File: src/rtl/store_buffer.sv
// MEM-stage store buffer: encodes stores into lane-aligned bus writes and
// queues them in a small circular FIFO drained in order by the bus.
module store_buffer #(
   parameter int DEPTH = 2
) (
   input  logic        clk,
   input  logic        reset,
   input  logic        st_valid,
   input  logic [31:0] st_addr,
   input  logic [31:0] st_data,
   input  logic [1:0]  st_ctrl,
   output logic        st_ready,
   output logic        st_exc,
   output logic        bus_req,
   output logic [31:0] bus_addr,
   output logic [31:0] bus_wdata,
   output logic [3:0]  bus_byteen,
   input  logic        bus_ack,
   output logic        empty
);
   localparam int PW = $clog2(DEPTH);
   localparam int CW = PW + 1;
   localparam logic [CW-1:0] FULL = CW'(DEPTH);

   // Entries live in flops: the head must be visible the cycle after enqueue.
   logic [31:0] addr_mem [DEPTH];
   logic [31:0] data_mem [DEPTH];
   logic [3:0]  be_mem   [DEPTH];

   logic [PW-1:0] wr_ptr_q, wr_ptr_d;
   logic [PW-1:0] rd_ptr_q, rd_ptr_d;
   logic [CW-1:0] count_q, count_d;

   logic        enq;
   logic        deq;
   logic [31:0] enc_addr;
   logic [31:0] enc_data;
   logic [3:0]  enc_be;

   assign st_exc = st_valid &&
                   ((st_ctrl == 2'b00 && st_addr[1:0] != 2'b00) ||
                    (st_ctrl == 2'b01 && st_addr[0]));

   // No bypass: a full buffer refuses even when the head drains this cycle.
   assign st_ready = (count_q < FULL);
   assign bus_req  = (count_q != '0);
   assign empty    = (count_q == '0);

   assign enq = st_valid && st_ready && !st_exc && (st_ctrl != 2'b11);
   assign deq = bus_req && bus_ack;

   always_comb begin
      enc_addr = {st_addr[31:2], 2'b00};
      enc_data = st_data;
      enc_be   = 4'b1111;
      case (st_ctrl)
         2'b01: begin
            enc_data = {2{st_data[15:0]}};
            enc_be   = st_addr[1] ? 4'b1100 : 4'b0011;
         end
         2'b10: begin
            enc_data = {4{st_data[7:0]}};
            enc_be   = 4'b0001 << st_addr[1:0];
         end
         default: ;
      endcase
   end

   always_comb begin
      wr_ptr_d = wr_ptr_q;
      rd_ptr_d = rd_ptr_q;
      count_d  = count_q;
      if (enq) wr_ptr_d = wr_ptr_q + PW'(1);
      if (deq) rd_ptr_d = rd_ptr_q + PW'(1);
      case ({enq, deq})
         2'b10:   count_d = count_q + CW'(1);
         2'b01:   count_d = count_q - CW'(1);
         default: count_d = count_q;
      endcase
   end

   always_ff @(posedge clk) begin
      if (reset) begin
         wr_ptr_q <= '0;
         rd_ptr_q <= '0;
         count_q  <= '0;
      end else begin
         wr_ptr_q <= wr_ptr_d;
         rd_ptr_q <= rd_ptr_d;
         count_q  <= count_d;
      end
   end

   // Entry contents need no reset; stale slots are never presented.
   for (genvar gi = 0; gi < DEPTH; gi++) begin : g_entry
      always_ff @(posedge clk) begin
         if (enq && wr_ptr_q == PW'(gi)) begin
            addr_mem[gi] <= enc_addr;
            data_mem[gi] <= enc_data;
            be_mem[gi]   <= enc_be;
         end
      end
   end

   assign bus_addr   = bus_req ? addr_mem[rd_ptr_q] : 32'h0;
   assign bus_wdata  = bus_req ? data_mem[rd_ptr_q] : 32'h0;
   assign bus_byteen = bus_req ? be_mem[rd_ptr_q]   : 4'h0;
endmodule

File: config.mk
export PLATFORM = sky130hd
export DESIGN_NAME = store_buffer
export DESIGN_NICKNAME = d
export VERILOG_FILES = /design/src/rtl/store_buffer.sv
export SDC_FILE = /design/constraint.sdc
export NUM_CORES = 1
export LEC_CHECK = 0
export CORE_UTILIZATION = 44
export DETAILED_ROUTE_END_ITERATION = 8
export GPL_TIMING_DRIVEN = 0
export PLACE_DENSITY_LB_ADDON = 0.3
export REMOVE_ABC_BUFFERS = 1
export SYNTH_ARGS = -nofsm -noshare
export SYNTH_HDL_FRONTEND = slang
export SYNTH_SLANG_ARGS = --single-unit
File: constraint.sdc
create_clock -name clk -period 4.2 [get_ports clk]
set_input_delay 0.42 -clock clk [delete_from_list [all_inputs] [get_ports clk]]
set_output_delay 0.42 -clock clk [all_outputs]
set_load 0.05 [all_outputs]
==> implementation parameters <==
Parameter                              Value

Logic synthesis
  Multiplexer share of the synthesized area    between 10% and 20%
  Number of different library cells in the post-synthesis netlist    28
  Fraction of registers with async set or reset after synthesis    0%
  Synth Area in Compound Gates    4.87%
  Proportion of synthesized chip area in sequential cells    71.0%
  Cell Area, Synth    5720 sq um
  Main combinational cell family by area after synthesis    multiplexers
  Dominant cell type by area after synthesis    sky130_fd_sc_hd__edfxtp_1
  Area share of the leading cell type in the synthesized netlist    69.2%
  Post-synthesis share of cell area spent on xor and xnor gates    less than 1%
  Adder-cell share of the synthesized area    1.09%
  Synthesized instance count    394
  Most numerous cell in the Yosys netlist    sky130_fd_sc_hd__edfxtp_1
  Flip-flop cell with the highest count after synthesis    sky130_fd_sc_hd__edfxtp_1
  Leading post-synthesis cells by instance count    132 x sky130_fd_sc_hd__edfxtp_1, 83 x sky130_fd_sc_hd__nor2_1, 66 x sky130_fd_sc_hd__mux2i_1
  Avg Inst Size Synth    14.5 sq um
  Cell types with the largest area share after synthesis    sky130_fd_sc_hd__edfxtp_1 69%, sky130_fd_sc_hd__mux2i_1 12%, sky130_fd_sc_hd__nor2_1 5.4%
  Number of enable flip-flop cells after synthesis    132
  Synth Warn #    0
  Simple logic cell fraction of the synthesized area    6.67%
  Flip-flop and latch count after synthesis    137

Setup path
  Type of destination of the critical path    output port
  Highest-delay cell along the critical path    sky130_fd_sc_hd__clkdlybuf4s50_1
  Delay of the slowest cell on the worst path    0.98 ns
  Arrival time at the worst endpoint    2.92 ns
  Buf+Inv Stages, Crit Path    2
  Setup slack of the worst register-to-register path    2.45 ns
  Crit-path max FO    67
  Launch point of the worst reg-to-reg path    count_q[1]
  Count of cells along the worst register-to-register path    4
  CP Data Required Time    3.78 ns
  Reg2reg end    addr_mem[0][7]
  Crit-path cells    or2_1 -> inv_2 -> clkdlybuf4s50_1
  Worst Setup Start Kind    flip-flop
  Critical setup path kind    reg -> out
  Kind of cell adding the most delay to the critical path    buffers and inverters
  Beginning of the critical path    count_q[1]

Finish
  Final Net Count    between 600 and 700
  Proportion of layout cells with a drive suffix above 1    7.34%
  Number of diodes    0
  Fillers    between 900 and 1k
  P&R area growth vs syn    37.0%

STA
  Max frequency    299 MHz
  Final setup violating endpoints    0
  RSZ-0062 raised after global routing    false
  Tightest Pin Transition    1.21 ns
  Skew final    0.00688 ns
  Worst hold margin    0.497 ns
  Min Clock Period, post-route    3.34 ns
  Slew Limit Fails    0
  Final hold violation count    0
  Final cycle utilization of the critical path    79.5%
  Remaining max-slew budget at the tightest pin    18.9%
  Final sum of negative setup slack    0 ns

Worst hold path
  Path category of the worst min-delay check    reg -> reg
  Min-Delay Path Depth    2
  Critical hold path startpoint    rd_ptr_q

CTS
  H-Tree Level Count    4
  Number of buffers created by CTS    17
  Clk root buf    sky130_fd_sc_hd__clkbuf_16
  TritonCTS clock tree    yes
  Hold-fix buffer count after cts    0
  Clk sinks    around 140
  Post-CTS Setup Inserts    0
  Skew-Pair Late Insertion Delay    0.41 ns
  Post-cts sizing count    0
  Number of buffers between clock root and the deepest sink    2
  Clock-pin slew reported for the worst setup and hold paths after clock tree synthesis    around 0.06 ns

Route
  Highest routed metal layer    met4
  Routed met3 length    752 um
  Via-to-Cell Ratio    4.96
  Number of DRC violations after detailed-routing iteration 0    roughly 170
  Total number of vias    3,557
  Met2 wire len    5710 um
  Drt total wl    roughly 12,000 um
  Router iterations before antenna repair    4
  DRC viols    0
  Number of nets still failing antenna checks after routing    0
  DR WL/cell    16.3 um
  Wire length on met1    5060 um

Run
  Max cap viols    0

Floorplan
  Die H    116 um
  Placeable Area    12,700 sq um
  Number of placement rows    between 40 and 50
  Overall die area    13,500 sq um
  Number of ports placed on the die boundary    142
  Width of the die    roughly 120 um
  Initial standard-cell utilization of the core    45.2%

Power
  Leakage power of the design    2.65 nW
  PnR Total Power    5.42 mW
  Proportion of power drawn by the clock network    25.8%
  Peak supply drop    slightly below 0.6 mV
  Switching share of power    about two fifths
  Sequential power share    around a third
  Power density normalized to cell area    691 nW/um^2
  Combinational Power Share    42.0%
  Switching pwr    between 2 and 2.5 mW
  Internal power component    3.28 mW

GRT
  Congestion Overflow GR    0
  First-pass GRT wire length    17,700 um
  GR Util All Layers    18.1%
  Via count of the first global-routing pass    ~3.5k
  Initial antenna violation count    0
  Largest net degree at the start of global routing    a little under 70

Placed design
  HPWL after detailed placement    7390 um
  Number of I/O port buffers    139
  Placer Congestion    approximately 0.7

Outcome
  Run status    complete, no violations
==> sequential cells by signal (all words and copies together), names as in the netlist, named ones only <==
register  flops
addr_mem     60
be_mem        8
count_q       2
data_mem     64
rd_ptr_q      1
wr_ptr_q      1
==> power by group through the flow <==
stage                     Sequential (mW)  Combinational (mW)  Clock (mW)
after floorplan                      1.81                1.50           0
after global placement               1.86                2.24           0
after detailed placement             1.78                2.29           0
after CTS                            1.75                2.30        1.43
after global routing                 1.76                2.40        1.48
final                                1.75                2.28        1.40
==> stage by stage <==
| stage | worst slack (ns) | util, % | instances | cell area, sq um |
|---|---|---|---|---|
| after global routing | 0.679 | 61.9 | 717 | 7850 |
| final | 0.860 | 61.9 | 717 | 7850 |
| after global placement | -2.52 | 56.5 | 681 | 7160 |
| after CTS | 0.778 | 61.9 | 717 | 7850 |
| after floorplan | -0.140 | - | 370 | 5550 |
| after detailed placement | 0.949 | 57.5 | 686 | 7290 |
==> layout make-up <==
type	instances	area (sq um)	share of cell area, %
Inverter	16	60.1	0.766
Timing Repair Buffer	144	1500	19.1
Sequential cell	137	4070	51.9
Clock inverter	14	134	1.71
Multi-Input combinational cell	217	1440	18.4
Tap cell	172	215	2.74
Clock buffer	17	425	5.42
==> worst register-to-register path: cells and delay by family (launching register included) <==
kind | cells | cell delay [ns]
AO/OA/AOI/OAI | 1 | 0.17
flip-flops | 1 | 0.35
buffers and inverters | 1 | 0.28
AND/OR/NAND/NOR | 2 | 0.62
==> cell usage in the layout (no fill, tap or decap) <==
master / netlist / layout
sky130_fd_sc_hd__or2_1: 1 / 1
sky130_fd_sc_hd__ha_1: 5 / 5
sky130_fd_sc_hd__a21oi_1: 12 / 12
sky130_fd_sc_hd__a22o_1: 8 / 8
sky130_fd_sc_hd__o21ai_0: 6 / 6
sky130_fd_sc_hd__clkdlybuf4s50_1: 0 / 139
sky130_fd_sc_hd__buf_12: 0 / 4
sky130_fd_sc_hd__inv_2: 1 / 1
sky130_fd_sc_hd__xor2_1: 2 / 2
sky130_fd_sc_hd__dfxtp_4: 0 / 1
sky130_fd_sc_hd__mux2i_1: 66 / 66
sky130_fd_sc_hd__o21ai_2: 1 / 1
sky130_fd_sc_hd__mux2_2: 1 / 1
sky130_fd_sc_hd__or3_1: 1 / 1
sky130_fd_sc_hd__clkinv_4: 0 / 1
sky130_fd_sc_hd__nor2_4: 0 / 2
sky130_fd_sc_hd__bufinv_16: 0 / 2
sky130_fd_sc_hd__clkinvlp_4: 0 / 5
sky130_fd_sc_hd__xnor2_1: 1 / 1
sky130_fd_sc_hd__conb_1: 1 / 2
sky130_fd_sc_hd__o22ai_1: 8 / 8
sky130_fd_sc_hd__nor3b_1: 2 / 2
sky130_fd_sc_hd__clkbuf_16: 0 / 17
sky130_fd_sc_hd__buf_16: 0 / 1
sky130_fd_sc_hd__nand2_1: 8 / 8
sky130_fd_sc_hd__clkinv_2: 0 / 4
sky130_fd_sc_hd__nand2b_1: 1 / 1
sky130_fd_sc_hd__nor2_1: 83 / 81
sky130_fd_sc_hd__inv_1: 15 / 15
sky130_fd_sc_hd__edfxtp_1: 132 / 132
sky130_fd_sc_hd__a22oi_1: 8 / 8
sky130_fd_sc_hd__and2_1: 1 / 1
sky130_fd_sc_hd__dfxtp_1: 5 / 4
sky130_fd_sc_hd__clkinv_1: 0 / 2
==> kinds of logic after synthesis <==
group	count (synthesis)
xor+xnor	3
fa+ha+maj	5
compound gates	43
flops	137
mux	67
other cells	1
simple gates	97
buf+inv	41
==> worst max-delay path by stage <==
stage | to | slack (ns) | depth (start not counted)
after floorplan | addr_mem[0][0] | -0.14 | 5
after global placement | addr_mem[1][0] | -2.52 | 6
after detailed placement | data_mem[1][15] | 0.95 | 5
after CTS | empty | 0.78 | 3
after global routing | empty | 0.68 | 3
final | empty | 0.86 | 3
==> metal layers <==
layer	global-route usage, %	up-vias
li1	-	1713
met1	21.9	1693
met2	30.2	128
met3	5.44	23
met4	7.44	0
met5	0	-
Note: power is estimated with default switching activity, not from simulation.
